==> src/rtl/regfile_pkg.sv <==
// Shared constants and bus-width helpers for the register file.
package regfile_pkg;

  localparam int unsigned DEF_DATA_W = 32;
  localparam int unsigned DEF_ADDR_W = 5;
  localparam int unsigned DEF_DATA_D = 32;

  localparam logic HIGH = 1'b1;
  localparam logic LOW  = 1'b0;

  // Active-low enable levels
  localparam logic ENABLE_  = 1'b0;
  localparam logic DISABLE_ = 1'b1;

  typedef logic [DEF_ADDR_W-1:0] addr_t;
  typedef logic [DEF_DATA_W-1:0] data_t;

  // Most significant bit index of a bus of the given width
  function automatic int unsigned msb(input int unsigned width);
    return width - 1;
  endfunction

  // Index width needed to address a given number of words (at least 1)
  function automatic int unsigned idx_width(input int unsigned depth);
    return (depth > 1) ? $clog2(depth) : 1;
  endfunction

endpackage

==> src/rtl/regfile.sv <==
// Single-port register file: synchronous active-low write, combinational read,
// synchronous active-high clear. Out-of-range addresses write nothing, read 0.
module regfile
  import regfile_pkg::*;
#(
  parameter int unsigned DATA_W = DEF_DATA_W,
  parameter int unsigned ADDR_W = DEF_ADDR_W,
  parameter int unsigned DATA_D = DEF_DATA_D
) (
  input  logic                   clk,
  input  logic                   reset_,
  input  logic [msb(ADDR_W):0]   addr,
  input  logic [msb(DATA_W):0]   d_in,
  input  logic                   we_,
  output logic [msb(DATA_W):0]   d_out
);

  localparam int unsigned       IDX_W = idx_width(DATA_D);
  localparam logic [ADDR_W:0]   DEPTH = (ADDR_W + 1)'(DATA_D);

  logic [DATA_W-1:0] word [DATA_D];
  logic              in_range;
  logic [IDX_W-1:0]  idx;

  assign in_range = ({1'b0, addr} < DEPTH);
  assign idx      = addr[IDX_W-1:0];

  // Storage update: clear has priority over write
  always_ff @(posedge clk) begin
    if (reset_ == HIGH) begin
      word <= '{default: '0};
    end else if (we_ == ENABLE_ && in_range) begin
      word[idx] <= d_in;
    end
  end

  // Combinational read mux; out-of-range reads return zero
  always_comb begin
    d_out = '0;
    if (in_range) begin
      d_out = word[idx];
    end
  end

endmodule

==> config.mk <==
export PLATFORM = sky130hd
export DESIGN_NAME = regfile
export DESIGN_NICKNAME = d
export VERILOG_FILES = /design/src/rtl/regfile_pkg.sv /design/src/rtl/regfile.sv
export SDC_FILE = /design/constraint.sdc
export NUM_CORES = 2
export LEC_CHECK = 0
export ABC_AREA = 1
export BUFFER_PORTS_ARGS = -buffer_cell sky130_fd_sc_hd__buf_2
export CAP_MARGIN = 10
export CORE_UTILIZATION = 55
export CTS_CLUSTER_DIAMETER = 120
export DETAILED_ROUTE_END_ITERATION = 10
export GPL_TIMING_DRIVEN = 0
export PLACE_DENSITY = 0.71
export SLEW_MARGIN = 5
export SYNTH_ARGS = -nofsm -noshare
export SYNTH_HDL_FRONTEND = slang
export SYNTH_SLANG_ARGS = --single-unit
export TNS_END_PERCENT = 10
==> constraint.sdc <==
create_clock -name clk -period 5.9 [get_ports clk]
set_input_delay 1.18 -clock clk [delete_from_list [all_inputs] [get_ports clk]]
set_output_delay 1.18 -clock clk [all_outputs]
set_load 0.02 [all_outputs]
==> summary.md <==
| Metric | Value |
|---|---|
| Status | `complete, no violations` |
| Yosys cell types | `15` |
| # IOs | `between 70 and 80` |
| Synth Instances | `roughly 7600` |
| Placement row count | `~110` |
| CP max stage cell | `clkbuf_1` |
| Area of the multi-input gates | `between 20000 and 25000 um^2` |
| Crit path capture type | `output port` |
| Max Fanout on Critical Path | `10` |
| Hpwl dp | `approximately 160000 um` |
| Fin. Hold Viols | `0` |
| First-pass GRT wire length | `309000 um` |
| Final WS setup | `between 50 and 60 ps` |
| F_max | `between 150 and 200 MHz` |
| Fillcell total | `8458` |
| Max Cap Viol | `0` |
| Wirelength, routed | `221000 um` |
| Met1 usage | `between 60% and 70%` |
| Drt drc | `0` |
| Largest Register | `word` |
| Root buffer cell | `clkbuf_16` |
| Dpl cells | `~9000` |
| Clk_skew | `0 ps` |
| Leakage power | `21.7 nW` |
| Commonest non-fill, non-tap cell in the layout | `nand2_1` |
| Crit path time final | `roughly 5800 ps` |
| GR Util met2 | `about two thirds` |
| Final RePlAce weighted congestion | `~1.1` |
| Worst path most repeated cell | `nand2_1` |
| Top Registers | `word x1024` |
| GR Util All Layers | `approximately half` |
| CTS buffer count | `approximately 110` |
| Clock-pin transition on the worst setup and hold timing paths | `about 60 ps` |
| Part of the Yosys area used for sequential elements | `a little over two fifths` |
| Crit path cell chain | `buf_2 -> buf_2 -> clkbuf_1 -> clkbuf_1 -> nand2_1 -> nand2_1 -> nand2_1 -> nand2_1 -> nand2_1 -> nand2_1 -> nor2_1 -> nand2_1 -> buf_2` |
| CTS resizes | `0` |
| Most frequent cells in the layout | `nand2_1 (4785), a21oi_1 (1024), dfxtp_1 (1024), clkbuf_1 (479), buf_2 (177)` |
| CTS tree | `done` |
| Synth top area cells | `dfxtp_1 (44%), nand2_1 (38%), a21oi_1 (11%), clkbuf_1 (3.8%), buf_2 (1.2%)` |
| Mapped Nets | `between 7000 and 8000` |
| RSZ-0062 raised after global routing | `no` |
| Antenna violations before repair | `10` |
| Post-DRT Antenna Nets | `0` |
| Drt pass-1 iters | `8` |
| #FFs+latches synth | `1024` |
| Largest net degree at the start of global routing | `15` |
| Top Family by Delay on Critical Path | `buffers and inverters` |
| H-tree levels | `3` |
| Setup slack at placement | `149 ps` |
| Hold crit path type | `reg -> reg` |
| Area of the die | `approximately 86000 um^2` |
| Critical Path RT | `roughly 4700 ps` |
| IO Port Bufs | `66` |
| Fin area | `52400 um^2` |
| Yosys synthesis warning count | `0` |
| Setup Buffers After CTS | `0` |
| Routed len/inst | `between 20 and 25 um` |
| Number of vias per cell | `a little under 6` |
| Max Buffers Root-to-Sink | `3` |
| Starting density of the core | `a little under three fifths` |
| Die Y | `around 300 um` |
| Dpl cell area | `~49000 um^2` |
| Max-slew violation count | `0` |
| Clk sinks | `between 1000 and 1500` |
| Final-report setup violation count | `0` |
| Die Span X | `roughly 290 um` |
| Pwr Density | `between 200 and 300 nW/um^2` |
| Register area | `about 20000 um^2` |
| Fin util | `about 63%` |
| Largest area contributor in the netlist | `dfxtp_1` |
| Core area | `roughly 84000 um^2` |
| CP Class | `in -> out` |
| M3 GR Usage | `roughly 16%` |
| Clk_lat worst skew | `690 ps` |
| Yosys top cell area share | `between 40% and 50%` |
| Vias in the first global route | `45361` |
| Busiest grt layer | `met2` |
| Area delta synth->final | `12.3%` |
| Non-filler instance count after layout | `8990` |
| Headroom to the max-slew limit | `under 10%` |
| Critical Path AT | `4660 ps` |
| Maximum VDD drop | `roughly 0.00024 V` |
| Crit path launch type | `input port` |
| CP peak stage delay | `940 ps` |
| Slew @ Worst Pin | `1470 ps` |
| Final TNS setup | `0 ps` |
| Initial DRC count | `between 8000 and 9000` |
| Layout cells sized above 1 | `5.81%` |
| Largest register FFs | `between 1000 and 1500` |
| Avg Inst Size Synth | `6.17 um^2` |
| CTS Hold Bufs | `0` |
| Final net count | `~7800` |
| GRT Residual Overflow | `0` |
| Buffers and inverters on the worst path | `5` |
| Tcrit/Tclk final | `between 90% and 100%` |
| Vias post-DR | `52584` |
| Mapped cell area | `between 40000 and 50000 um^2` |
[synthesized netlist by cell type]
master and number:
nand2_1 4785, a21oi_1 1024, dfxtp_1 1024, clkbuf_1 470, buf_2 111, nor2_1 64
inv_2 36, buf_1 9, buf_4 9, inv_1 9, nor2_4 9, nor3_2 7
nor2_2 6, nor3_4 4, nand3_1 1
[worst register-to-register path: stages, from the launching register on]
cell	delay, ps
dfxtp_1	520
nand2_1	100
a21oi_1	160
[area by class of cell]
type	instances	area share (%)
Antenna cell	5	0.0239
Buffer	599	4.65
Clock buffer	165	6.26
Clock inverter	35	0.814
Inverter	45	0.322
Multi-Input combinational cell	5900	45.0
Sequential cell	1024	39.1
Tap cell	1134	2.71
Timing Repair Buffer	83	1.11
[worst paths after layout]
check	startpoint	end	slack, ps	depth (start not counted)
worst min register to register	word[674]$_SDFFE_PP0P_	word[674]$_SDFFE_PP0P_	460	2
worst max register to register	word[209]$_SDFFE_PP0P_	word[209]$_SDFFE_PP0P_	5040	2
worst min-delay path	word[674]$_SDFFE_PP0P_	word[674]$_SDFFE_PP0P_	460	2
worst max-delay path	addr[0]	d_out[17]	60	13
[where the power goes]
group	internal [mW]	total [mW]	switching [mW]
logic	0.154	1.11	0.959
clock network	4.21	7.25	3.03
registers	6.96	6.99	0.0294
total	11.3	15.4	4.02
[cells by family (layout without fill, tap and decap cells)]
family	after synthesis	count (layout)	synth area share, %
DFF	1024	1024	43.9
buffers and inverters	644	927	5.55
other	0	5	0
AOI/OAI and AO/OA	1024	1024	11.0
and+or+nand+nor	4876	4876	39.6
[metrics by stage]
| step | hold WS (ps) | total power [mW] |
|---|---|---|
| 5_1_grt | 473 | 15.5 |
| 6_report | 460 | 15.4 |
| 2_1_floorplan | 439 | 7.61 |
| 3_3_place_gp | 447 | 8.15 |
| 4_1_cts | 461 | 15.2 |
| 3_5_place_dp | 452 | 8.17 |
[routing by layer]
| metal | vias up | wire (um) |
|---|---|---|
| met5 | - | 82 |
| met4 | 14 | 16800 |
| met3 | 769 | 34400 |
| met2 | 3880 | 86200 |
| met1 | 24198 | 83500 |
| li1 | 23723 | - |
No activity file was read; power rests on OpenSTA's default activity.
